**config.mk**
```make
export PLATFORM = sky130hd
export DESIGN_NAME = debugger_apb_sequencer
export DESIGN_NICKNAME = d
export VERILOG_FILES = /design/src/rtl/debugger_apb_sequencer.sv
export SDC_FILE = /design/constraint.sdc
export NUM_CORES = 1
export LEC_CHECK = 0
export CORE_MARGIN = 8
export CORE_UTILIZATION = 38
export DETAILED_ROUTE_END_ITERATION = 10
export PLACE_DENSITY = 0.8
export SETUP_SLACK_MARGIN = 0.2
export SLEW_MARGIN = 20
export SYNTH_ARGS = -nofsm -noshare
export SYNTH_HDL_FRONTEND = slang
export SYNTH_SLANG_ARGS = --single-unit
```
**constraint.sdc**
```tcl
create_clock -name clk -period 1.5 [get_ports clk]
set_input_delay 0.15 -clock clk [delete_from_list [all_inputs] [get_ports clk]]
set_output_delay 0.15 -clock clk [all_outputs]
set_load 0.02 [all_outputs]
```
**src/rtl/debugger_apb_sequencer.sv**
```systemverilog
// APB completer that walks the debugger microcode table one STEP per access cycle.
// Completes when the microcode row signals ready, or with PSLVERR once STEP_LIMIT is reached.
module debugger_apb_sequencer #(
    parameter int STEP_LIMIT = 3
) (
    input  logic       clk,
    input  logic       rst_n,
    input  logic       PSEL,
    input  logic       PENABLE,
    input  logic       PWRITE,
    input  logic [4:0] PADDR,
    input  logic [7:0] PWDATA,
    output logic       PREADY,
    output logic [7:0] PRDATA,
    output logic       PSLVERR,
    output logic [4:0] ADDR,
    output logic       WRITE,
    output logic [1:0] STEP,
    input  logic       mc_pready,
    input  logic       mc_paddr_or_pwdata,
    input  logic       mc_outreg_or_bus,
    input  logic [7:0] bus_in,
    output logic [7:0] dbg_bus_out,
    output logic       dbg_bus_oe,
    output logic       dbg_state_o
);

    typedef enum logic {
        IDLE   = 1'b0,
        ACCESS = 1'b1
    } state_e;

    localparam logic [1:0] STEP_LAST = 2'(STEP_LIMIT);

    state_e     state_q;
    logic [4:0] addr_q;
    logic       write_q;
    logic [7:0] wdata_q;
    logic [1:0] step_q;
    logic [7:0] outreg_q;

    logic in_access;
    logic xfer_active;
    logic timeout;

    // Handshake: a setup cycle (PSEL=1, PENABLE=0) in IDLE opens a transfer; each
    // access cycle (PSEL=1, PENABLE=1) either completes with PREADY=1 or advances
    // STEP. Any access cycle without PSEL&PENABLE abandons the transfer silently.
    assign in_access   = (state_q == ACCESS);
    assign xfer_active = in_access && PSEL && PENABLE;
    assign timeout     = in_access && (step_q == STEP_LAST) && !mc_pready;

    assign PREADY  = xfer_active && (mc_pready || timeout);
    assign PSLVERR = PREADY && timeout;
    assign PRDATA  = (PREADY && !write_q) ? (mc_outreg_or_bus ? outreg_q : bus_in) : 8'h00;

    // Outside a transfer, point the microcode at its spare row so no control fires.
    assign ADDR        = in_access ? addr_q : 5'h1F;
    assign WRITE       = in_access ? write_q : 1'b1;
    assign STEP        = in_access ? step_q : 2'd3;
    assign dbg_bus_oe  = in_access;
    assign dbg_bus_out = !in_access ? 8'h00 :
                         (mc_paddr_or_pwdata ? {3'b000, addr_q} : wdata_q);
    assign dbg_state_o = state_q;

    always_ff @(posedge clk or negedge rst_n) begin
        if (!rst_n) begin
            state_q  <= IDLE;
            addr_q   <= 5'h00;
            write_q  <= 1'b0;
            wdata_q  <= 8'h00;
            step_q   <= 2'd0;
            outreg_q <= 8'h00;
        end else begin
            case (state_q)
                IDLE: begin
                    if (PSEL && !PENABLE) begin
                        addr_q  <= PADDR;
                        write_q <= PWRITE;
                        wdata_q <= PWDATA;
                        step_q  <= 2'd0;
                        state_q <= ACCESS;
                    end
                end
                ACCESS: begin
                    if (!PREADY) begin
                        outreg_q <= bus_in;
                    end
                    if (!xfer_active) begin
                        step_q  <= 2'd0;
                        state_q <= IDLE;
                    end else if (PREADY) begin
                        step_q  <= 2'd0;
                        state_q <= IDLE;
                    end else begin
                        step_q <= step_q + 2'd1;
                    end
                end
                default: state_q <= IDLE;
            endcase
        end
    end

endmodule

```
# --- Word-level counts from Yosys, hierarchy flattened ---
# Index checks and enable logic that the tools add are counted.
word_totals:
  ff_bits: 25
  in_bits: 29
  output_inout_bits: 28
  word_cells: 40
op_classes:
  add_sub_neg: 1
  n_eq_ne: 2
  n_mux: 15
  bitwise_logic: 2
  n_reduce_logical: 14
ops:
  columns: ["op", "count"]
  rows:
  - ["two-way mux 8 bit", 4]
  - ["logical AND 1 bit", 8]
  - ["two-way mux 2 bit", 4]
  - ["two-way mux 5 bit", 1]
  - ["two-way mux 1 bit", 4]
  - ["one-hot mux 2 bit (2 select lines)", 1]
  - ["AND reduction 2 bit", 2]
  - ["zero test 1 bit", 3]
  - ["adder 2 x 1 -> 2 bit (second input constant)", 1]
  - ["== test 2 bit (second input constant)", 1]
  - ["!= test 2 bit (second input constant)", 1]
  - ["inverter 1 bit", 2]
  - ["one-hot mux 1 bit (2 select lines)", 1]
  - ["logical OR 1 bit", 1]

# --- Depth between registers and ports, before layout ---
logic_depth:
  depth_word: 8
  ltp_mapped: 5
  depth_no_buf: 4

# --- Worst setup path after synthesis ---
# OpenSTA, ideal clock, no wires.
synth_timing:
  path_kind: "register to output"
  startpoint: "reg state_q, in the netlist dbg_bus_oe"
  endpoint: "out PRDATA[0]"
  arrival_ns: 1.455
  required_ns: 1.350
  slack_ns: -0.105
  stages_incl_launch_ff: 6
  path_buffers: 2
  cell_sequence: "dfrtp_1 -> buf_6 -> nand3_4 -> or3_1 -> buf_6 -> nor2_2"
synth_via:
  elab_chain_len: 6
  word_cells_on_any_way: 8
  classes_between: "mux (1); reduce/logical (7)"
synth_lines:
  columns: ["element", "line", "text"]
  rows:
  - ["from (decl)", "35", "state_e state_q;"]
  - ["from (signal assigned)", "68", "state_q <= IDLE;"]
  - ["from (signal assigned)", "82", "state_q <= ACCESS;"]
  - ["from (signal assigned)", "91", "state_q <= IDLE;"]
  - ["logical AND 1 bit (2 in a row)", "51", "assign timeout = in_access && (step_q == STEP_LAST) && !mc_pready;"]
  - ["logical OR 1 bit", "53", "assign PREADY = xfer_active && (mc_pready || timeout);"]
  - ["logical AND 1 bit (*)", "53", null]
  - ["logical AND 1 bit (*)", "55", "assign PRDATA = (PREADY && !write_q) ? (mc_outreg_or_bus ? outreg_q : bus_in) : 8'h00;"]
  - ["two-way mux 8 bit (*)", "55", null]
  - ["to (decl)", "14", "output logic [7:0] PRDATA,"]
# Every way passes the cells marked *; elsewhere a longest branch is shown, timed or not.

# --- Worst setup path in the final report ---
layout_timing:
  startpoint: "reg step_q[1]"
  endpoint: "out PRDATA[1]"
layout_via:
  elab_chain_len: 7
layout_lines:
  columns: ["element", "line", "text"]
  rows:
  - ["from (decl)", "39", "logic [1:0] step_q;"]
  - ["from (signal assigned)", "96", "step_q <= step_q + 2'd1;"]
  - ["== test 2 bit", "51", null]
  - ["logical AND 1 bit (2 in a row)", "51", null]
  - ["logical OR 1 bit", "53", null]
  - ["logical AND 1 bit", "53", null]
  - ["logical AND 1 bit", "55", null]
  - ["two-way mux 8 bit", "55", null]
# Every way passes these cells.

==> key figures <==
Layout
  • Layout area overhead: 99.4%
  • Fin area: 2710 um2
  • Non-Filler Instances: 244
  • Antenna diodes: 0
  • Commonest non-fill, non-tap cell in the layout: buf_6
  • Most frequent cells in the layout: 38 x buf_6, 27 x clkdlybuf4s50_1, 24 x dfrtp_1
  • Share of layout cells above drive strength 1: 60.6%
  • Nets@finish: 229

Synth
  • Synth Area per Inst: 12.4 um2
  • Synth warnings: 0
  • Syn nets: 140
  • Sequential element share of the synthesized area: 46.0%
  • EDFF count, synth: 0
  • Mapped cell area: 1360 um2
  • Synthesized flop and latch total: 25
  • Synthesized instance count: 110
  • Asr flop ratio synth: 100%
  • Distinct cell type count after synthesis: 27
  • Top_reg_cell synth: dfrtp_1

Clock tree
  • Htree depth: 1
  • Hold buffers post-CTS: 0
  • CTS tree: yes
  • Register clock-pin slew on the reported worst setup and hold paths: 0.14 ns
  • Total CTS buffers: 3
  • Clock sink total: 25
  • Clock Latency Late Sink: 0.33 ns
  • Clk buf depth: 2
  • Root Buffer: clkbuf_4

Worst setup path
  • WP data required: 1.35 ns
  • Worst-path fanout max: 8
  • CP endpoint kind: primary output
  • CP Data Arrival Time: 1.66 ns
  • Setup Crit Path Kind: reg2out
  • Critical Path Source Type: flop
  • CP startpoint: step_q[1]
  • RR Startpoint: dbg_bus_oe

Run status
  • Status: complete, but fails checks
  • Failing checks: negative setup slack

STA
  • Worst slew pin tran: 0.454 ns
  • Max frequency: 551 MHz
  • Final Slew Violations: 0
  • Worst slew margin: 69.7%
  • Worst setup slack after layout: -0.314 ns
  • Period minus WS final: 1.81 ns
  • Setup_tns: -10.85 ns
  • Endpoints failing setup: 50
  • RSZ-0062 raised after global routing: true
  • Worst hold slack: 0.167 ns
  • Clock skew: 0.00652 ns
  • Final Cycle Share: 121%
  • Fin. Hold Viols: 0

Min path
  • Worst Hold Class: in2async

Global route
  • Largest net degree at the start of global routing: 26
  • First-pass GRT wire length: 6.61 mm
  • Grt ovf: 0
  • Vias in the first global route: 1314
  • Gr usage total: 15.5%
  • Initial antenna violation count: 0

Routing
  • Routed via count: 1190
  • Vias/cell: 4.88
  • DRT Pass-1 Iters: 2
  • Final ANT Viol Nets: 0
  • Routed wire length: 4.66 mm
  • Wire per inst: 19.1 um
  • Drc violations: 0
  • Initial DRC Count: 36

Power
  • Leak pwr: 1.24 nW
  • Clock power share: 15.9%
  • Part of the power in registers: 43.9%
  • Internal: 0.00140 W
  • Net Switching: 0.000594 W
  • Logic pwr share: 40.2%
  • Switching share of power: 29.8%
  • Peak supply drop: 0.564 mV
  • Pwr dens: 735 nW/um2

Floorplan
  • Die extent in y: 75.8 um
  • DIE WIDTH: 75.8 um
  • Die area: 5750 um2
  • Core ar.: 3390 um2
  • Row count: 21
  • Top Ports: 57
  • Initial Utilization: 40.1%

Flow run
  • Max-cap viol count: 0

Placement
  • Dpl cell area: 2190 um2
  • Dpl cells: 220
  • Placer Congestion: 0.849
  • IO buf count: 56
[timing repair]
item                                    CTS  global route
endpoints found under the setup margin   50            53
resized for setup                       201            26
pin swaps                                 9             5
gates cloned                              3             0
buffers inserted                         12             5
[worst paths after layout]
path / to / slack, ns / cells after the start
worst min register to register: outreg_q[6] / 0.53 / 1
worst max-delay path: PRDATA[1] / -0.31 / 6
max in group asynchronous: dbg_bus_oe / 1.07 / 2
worst max register to register: outreg_q[1] / -0.30 / 8
min in group clk: wdata_q[2] / 0.42 / 2
worst min-delay path: outreg_q[5] / 0.17 / 2
[power by group through the flow]
stage	combinational [W]	clock (W)	sequential (W)
floorplan	0.000335	0	0.000855
global placement	0.000550	0	0.000865
detailed placement	0.000564	0	0.000872
CTS	0.000731	0.000310	0.000868
global route	0.000842	0.000358	0.000886
finish	0.000801	0.000318	0.000874
[Yosys cell counts, types with 2 or more instances]
library cell  instances  area [um2]
dfrtp_1              25         626
buf_6                 3        33.8
nor2_2                8        50.1
mux2_2               22         248
clkbuf_1              2        7.51
nand2_1               2        7.51
nand2b_1              4        25.0
or2b_1                4        30.0
mux2i_1              13         130
nor2b_1               6        37.5
and2_1                3        18.8
nor2_1                3        11.3
[final cells by class]
type | count | area [um2]
multi-input cells | 77 | 938
flip-flops and latches | 25 | 627
fillers | 176 | 677
clock buffers | 4 | 26.3
inverters | 1 | 3.75
well taps | 46 | 57.6
repair buffers | 91 | 1060
[sequential cells by signal, indices dropped and copies added (netlist names)]
name and cells:
addr_q 5, dbg_bus_oe 1, outreg_q 8, step_q 2
wdata_q 8, write_q 1
[stage by stage]
stage / utilization, % / total power [W] / setup WS (ns)
after floorplan: - / 0.00119 / 0.0380
after global placement: 64.5 / 0.00142 / -0.612
after detailed placement: 64.5 / 0.00144 / -0.673
after CTS: 75.4 / 0.00191 / -0.341
after global routing: 80.0 / 0.00209 / -0.393
final: 80.0 / 0.00199 / -0.314
[cell families (layout without fill, tap and decap cells)]
| family | Yosys count | in the layout | share of synthesized area, % |
|---|---|---|---|
| compound gates | 5 | 5 | 3.31 |
| fa+ha+maj | 1 | 1 | 0.920 |
| buf+inv | 8 | 96 | 4.14 |
| flops | 25 | 25 | 46.0 |
| mux | 35 | 35 | 27.8 |
| simple gates | 36 | 36 | 17.8 |
[routing by layer]
metal / global-route usage, % / vias up / routed length [um]
met5: 0 / - / 0
met4: 6.40 / 0 / 55
met3: 4.21 / 5 / 351
met2: 26.4 / 44 / 2290
met1: 17.7 / 588 / 1960
li1: - / 553 / -
[worst max-delay path, stage by stage, from the launching register on]
cell and delay [ns]:
dfrtp_1 0.42, ha_4 0.17, nor2_4 0.04, or3_4 0.34, buf_12 0.16, nor2_4 0.08, buf_6 0.12
No activity file was read; power rests on OpenSTA's default activity.
==> RTL change 1 (same flow settings) <==
Put a register stage on the outputs `PSLVERR`, `dbg_bus_out` and `dbg_bus_oe`, cleared by the reset. The values now appear one clock later. The other outputs are not delayed to match.
--- a/src/rtl/debugger_apb_sequencer.sv
+++ b/src/rtl/debugger_apb_sequencer.sv
@@ -51,16 +51,23 @@
     assign timeout     = in_access && (step_q == STEP_LAST) && !mc_pready;
 
     assign PREADY  = xfer_active && (mc_pready || timeout);
-    assign PSLVERR = PREADY && timeout;
     assign PRDATA  = (PREADY && !write_q) ? (mc_outreg_or_bus ? outreg_q : bus_in) : 8'h00;
 
     // Outside a transfer, point the microcode at its spare row so no control fires.
     assign ADDR        = in_access ? addr_q : 5'h1F;
     assign WRITE       = in_access ? write_q : 1'b1;
     assign STEP        = in_access ? step_q : 2'd3;
-    assign dbg_bus_oe  = in_access;
-    assign dbg_bus_out = !in_access ? 8'h00 :
-                         (mc_paddr_or_pwdata ? {3'b000, addr_q} : wdata_q);
+    always_ff @(posedge clk or negedge rst_n) begin
+        if (!rst_n) begin
+            PSLVERR     <= '0;
+            dbg_bus_out <= '0;
+            dbg_bus_oe  <= '0;
+        end else begin
+            PSLVERR     <= PREADY && timeout;
+            dbg_bus_out <= !in_access ? 8'h00 : (mc_paddr_or_pwdata ? {3'b000, addr_q} : wdata_q);
+            dbg_bus_oe  <= in_access;
+        end
+    end
     assign dbg_state_o = state_q;
 
     always_ff @(posedge clk or negedge rst_n) begin
Formal check against the unedited RTL: not equivalent (Yosys sat finds a counterexample within 4 cycles, from zero or initial values and one cycle with rst_n low).
==> RTL change 1 against the original RTL <==
Combinational power shrank 12%; the run still ends with setup timing left; global-route usage is 1.1 points lower; total power is 28% higher; critical path depth did not move; sequential cell count grew 10; core utilization down 9.7 points; highest routed layer unchanged; register-to-register slack improved by 0.11 ns; design area rose by 4.4%; synthesized area is 18% higher; sequential share of layout area up 7.9 points; first-iteration DRC count increased by 5.6%; setup slack better by 0.058 ns; routed wire length fell by 3.3%; synthesized cell count up 8.2%.
==> RTL change 1: results (changes against the original RTL) <==
\begin{tabular}{lr}
\hline
Metric & Value \\
\hline
\multicolumn{2}{l}{\textbf{Detailed routing}} \\
DRC violation total after the first TritonRoute iteration & 38 (was 36) \\
Total iterations of the first detailed-routing run & 4 (was 2) \\
\multicolumn{2}{l}{\textbf{STA}} \\
Post-Route Skew & 0.0119 ns (was 0.00652 ns) \\
Worst hold slack across all endpoints & 0.258 ns (was 0.167 ns) \\
Pin slew with the least headroom to its limit & 0.436 ns (was 0.454 ns) \\
Final setup fails & 36 (was 50) \\
Setup slack of the critical path after layout & -0.256 ns (was -0.314 ns) \\
\multicolumn{2}{l}{\textbf{Synthesis}} \\
Compound-cell area share of the yosys netlist & 0.0281 (was 0.0331) \\
Number of distinct library cells after synthesis & 26 (was 27) \\
Total nets after synthesis & 149 (was 140) \\
Dominant cells by area after synthesis & dfrtp\_1 55\%, mux2\_2 15\%, mux2i\_1 8.1\%, nor2\_2 3.1\%, nor2b\_1 2.3\% (was dfrtp\_1 46\%, mux2\_2 18\%, mux2i\_1 9.6\%, nor2\_2 3.7\%, nor2b\_1 2.8\%) \\
Top cells by instance count after synthesis & 35 x dfrtp\_1, 22 x mux2\_2, 13 x mux2i\_1, 8 x nor2\_2, 6 x nor2b\_1 (was 25 x dfrtp\_1, 22 x mux2\_2, 13 x mux2i\_1, 8 x nor2\_2, 6 x nor2b\_1) \\
\multicolumn{2}{l}{\textbf{Finish}} \\
Largest registers & dbg\_bus\_out x8, outreg\_q x8, wdata\_q x8 (was outreg\_q x8, wdata\_q x8, addr\_q x5) \\
Buffering overhead & 0.324 (was 0.391) \\
Final-layout fill cell count & 261 (was 176) \\
Area of the multi-input gates & 880 um2 (was 938 um2) \\
\multicolumn{2}{l}{\textbf{Run status}} \\
Status & complete, but fails checks (unchanged) \\
Violated checks & setup timing (unchanged) \\
\multicolumn{2}{l}{\textbf{Power and ir drop}} \\
Leakage power summed over all cells & 1.34 nW (was 1.24 nW) \\
Worst VDD drop & 0.637 mV (was 0.564 mV) \\
\multicolumn{2}{l}{\textbf{Placed design}} \\
DP Worst Slack & -0.642 ns (was -0.673 ns) \\
GPL Wtd Cong & 0.737 (was 0.849) \\
Number of cells after detailed placement & 233 (was 220) \\
\multicolumn{2}{l}{\textbf{Clocking}} \\
TritonCTS sink count & 35 (was 25) \\
Setup bufs post-CTS & 7 (was 12) \\
Clock tree root buffer cell & clkbuf\_8 (was clkbuf\_4) \\
\multicolumn{2}{l}{\textbf{Worst setup path}} \\
Origin of the critical flop-to-flop path & step\_q[1] (was dbg\_bus\_oe) \\
Reg-to-Reg End & outreg\_q[2] (was outreg\_q[1]) \\
Arrival time at the worst endpoint & 1.61 ns (was 1.66 ns) \\
\hline
\end{tabular}
-- RTL change 1: changes by cell type in the layout (fill, tap and decap cells not counted), sizes merged --
cell	unedited run	this run
dfrtp	25	35
clkinvlp	0	2
dlygate4sd2	1	10
clkdlybuf4s50	27	28
buf	63	43
clkbuf	4	6
inv	1	2
-- RTL change 1: metrics by stage --
step                area (um2)  power, mW   util
finish                    2830       2.56  0.703
detailed placement        2420       1.74  0.601
global placement          2420       1.70  0.601
floorplan                 1700       1.47      -
global route              2830       2.69  0.703
CTS                       2730       2.55  0.679
-- RTL change 1: metal layers --
layer,GRT usage,vias up,wire [um]
li1,-,573,-
met3,0.0629,9,469
met1,0.160,597,1770
met4,0.0571,0,74
met5,0,-,0
met2,0.238,59,2190
-- RTL change 1: power by group --
group          internal (mW)  switching (mW)  total (mW)  leakage (nW)
registers               1.08          0.0837        1.16         0.434
clock network          0.332           0.361       0.693        0.0408
logic                  0.438           0.266       0.704         0.862
total                   1.85           0.711        2.56          1.34
==> RTL change 2 (same settings) <==
Without the edit above. Reset style: synchronous (`rst_n`), changed in one clocked block.
--- a/src/rtl/debugger_apb_sequencer.sv
+++ b/src/rtl/debugger_apb_sequencer.sv
@@ -63,7 +63,7 @@
                          (mc_paddr_or_pwdata ? {3'b000, addr_q} : wdata_q);
     assign dbg_state_o = state_q;
 
-    always_ff @(posedge clk or negedge rst_n) begin
+    always_ff @(posedge clk) begin
         if (!rst_n) begin
             state_q  <= IDLE;
             addr_q   <= 5'h00;
Formal check against the unedited RTL: differs if rst_n is asserted again (counterexample within 4 cycles, from zero or initial values and one cycle with rst_n low); with rst_n held inactive, the same outputs for 10 cycles.
==> RTL change 2 against the original RTL <==
Sequential cell count stayed put; global-route usage is 3.0 points lower; first-iteration DRC count is 140% higher; routed wire length is 22% lower; the run still ends with setup timing left; synthesized area is 6.9% higher; setup slack better by 0.061 ns; design area is 14% lower.
Power is not compared: it rests on default switching activity, and its combinational part moved more than twofold at a synthesized area within 25%.
==> RTL change 2: results (changes against the original RTL) <==
\begin{tabular}{lr}
\hline
Metric & Value \\
\hline
\multicolumn{2}{l}{\textbf{Run status}} \\
Status & complete, but fails checks (unchanged) \\
Violated checks & setup timing (unchanged) \\
\multicolumn{2}{l}{\textbf{Placed design}} \\
DP Worst Slack & -0.645 ns (was -0.673 ns) \\
Total placed instance area & 0.00222 mm2 (was 0.00219 mm2) \\
GPL Wtd Cong & 0.754 (was 0.849) \\
Number of cells after detailed placement & 271 (was 220) \\
\multicolumn{2}{l}{\textbf{STA}} \\
Tightest slew margin relative to the limit & 0.815 (was 0.697) \\
Setup slack of the critical path after layout & -0.252 ns (was -0.314 ns) \\
Post-Route Skew & 0.00847 ns (was 0.00652 ns) \\
Final setup fails & 12 (was 50) \\
Post-Route Setup TNS & -2.46 ns (was -10.85 ns) \\
\multicolumn{2}{l}{\textbf{Clocking}} \\
Post-CTS sizing & 107 (was 201) \\
Clock transition at the registers of the reported paths & 0.09 ns (was 0.14 ns) \\
Source-to-sink clock delay at the later pin of the worst-skew pair & 0.27 ns (was 0.33 ns) \\
Setup bufs post-CTS & 1 (was 12) \\
Clock tree root buffer cell & clkbuf\_8 (was clkbuf\_4) \\
\multicolumn{2}{l}{\textbf{Worst setup path}} \\
Arrival time at the worst endpoint & 1.60 ns (was 1.66 ns) \\
Slowest stage cell, crit path & or3\_4 (was dfrtp\_1) \\
\multicolumn{2}{l}{\textbf{Synthesis}} \\
Sequential fraction of the synthesis area & 0.344 (was 0.460) \\
Dominant cells by area after synthesis & dfxtp\_1 34\%, mux2i\_1 14\%, nand2\_1 9.3\%, a21boi\_2 7.7\%, nand2\_2 3.9\% (was dfrtp\_1 46\%, mux2\_2 18\%, mux2i\_1 9.6\%, nor2\_2 3.7\%, nor2b\_1 2.8\%) \\
Proportion of synthesized flip-flops having asynchronous set or reset & 0 (was 1.00) \\
Number of distinct library cells after synthesis & 31 (was 27) \\
Average cell area after synthesis & 8.87 um2 (was 12.4 um2) \\
\multicolumn{2}{l}{\textbf{Finish}} \\
Net total in the final layout & 261 (was 229) \\
Non-filler instance count after layout & 278 (was 244) \\
\multicolumn{2}{l}{\textbf{Detailed routing}} \\
DRC violation total after the first TritonRoute iteration & 87 (was 36) \\
Sum of routed wire length over all layers & 3650 um (was 4660 um) \\
Total iterations of the first detailed-routing run & 4 (was 2) \\
Detailed-route via count & 1,284 (was 1,190) \\
\multicolumn{2}{l}{\textbf{Min path}} \\
Class of the worst hold path & input pin to flip-flop (was input pin to asynchronous set/reset pin) \\
\multicolumn{2}{l}{\textbf{Global route}} \\
Global-route wire length before repair & 6300 um (was 6610 um) \\
GRT Util Overall & 0.125 (was 0.155) \\
\hline
\end{tabular}
RTL change 2: cell count changes after synthesis, moves of 8 or more:
cell and change:
nand2_2 +9, mux2i_1 +8, dfrtp_1 -25, a21boi_2 +10, nand2_1 +34, mux2_2 -22, dfxtp_1 +25
RTL change 2: path summary, 6_finish.rpt:
| path | cells past startpoint | from | endpoint | slack [ns] |
|---|---|---|---|---|
| setup / recovery | 5 | dbg_bus_oe | PRDATA[5] | -0.25 |
| hold reg to reg | 2 | wdata_q[0] | wdata_q[0] | 0.46 |
| setup reg to reg | 5 | dbg_bus_oe | wdata_q[1] | 0.14 |
| hold / removal | 3 | PWDATA[0] | wdata_q[0] | 0.42 |
RTL change 2: kinds of logic after synthesis:
kind of cell | Yosys count | share of synthesized area
buf+inv | 16 | 0.0697
mux | 21 | 0.145
fa+ha+maj | 1 | 0.00860
flops | 25 | 0.344
simple gates | 82 | 0.310
compound gates | 19 | 0.123
RTL change 2: metal layers:
metal,vias to the layer above,wire length [um],GRT usage
met5,-,0,0
met4,0,65,0.0566
met3,5,158,0.0265
met2,29,1840,0.211
met1,588,1580,0.148
li1,662,-,-
RTL change 2: power by group through the flow:
stage / Combinational (mW) / Sequential (mW) / Clock [mW]
2_1_floorplan: 0.173 / 0.719 / 0
3_3_place_gp: 0.323 / 0.719 / 0
3_5_place_dp: 0.326 / 0.720 / 0
4_1_cts: 0.325 / 0.704 / 0.419
5_1_grt: 0.355 / 0.707 / 0.449
6_report: 0.327 / 0.704 / 0.407
RTL change 2: area by class of cell:
type / instances / area, um2
clock inverter: 1 / 6.26
multi-input combinational: 123 / 933
fill: 321 / 1330
timing repair buffer: 76 / 776
inverter: 2 / 7.51
tap: 48 / 60.1
clock buffer: 3 / 41.3
sequential: 25 / 507
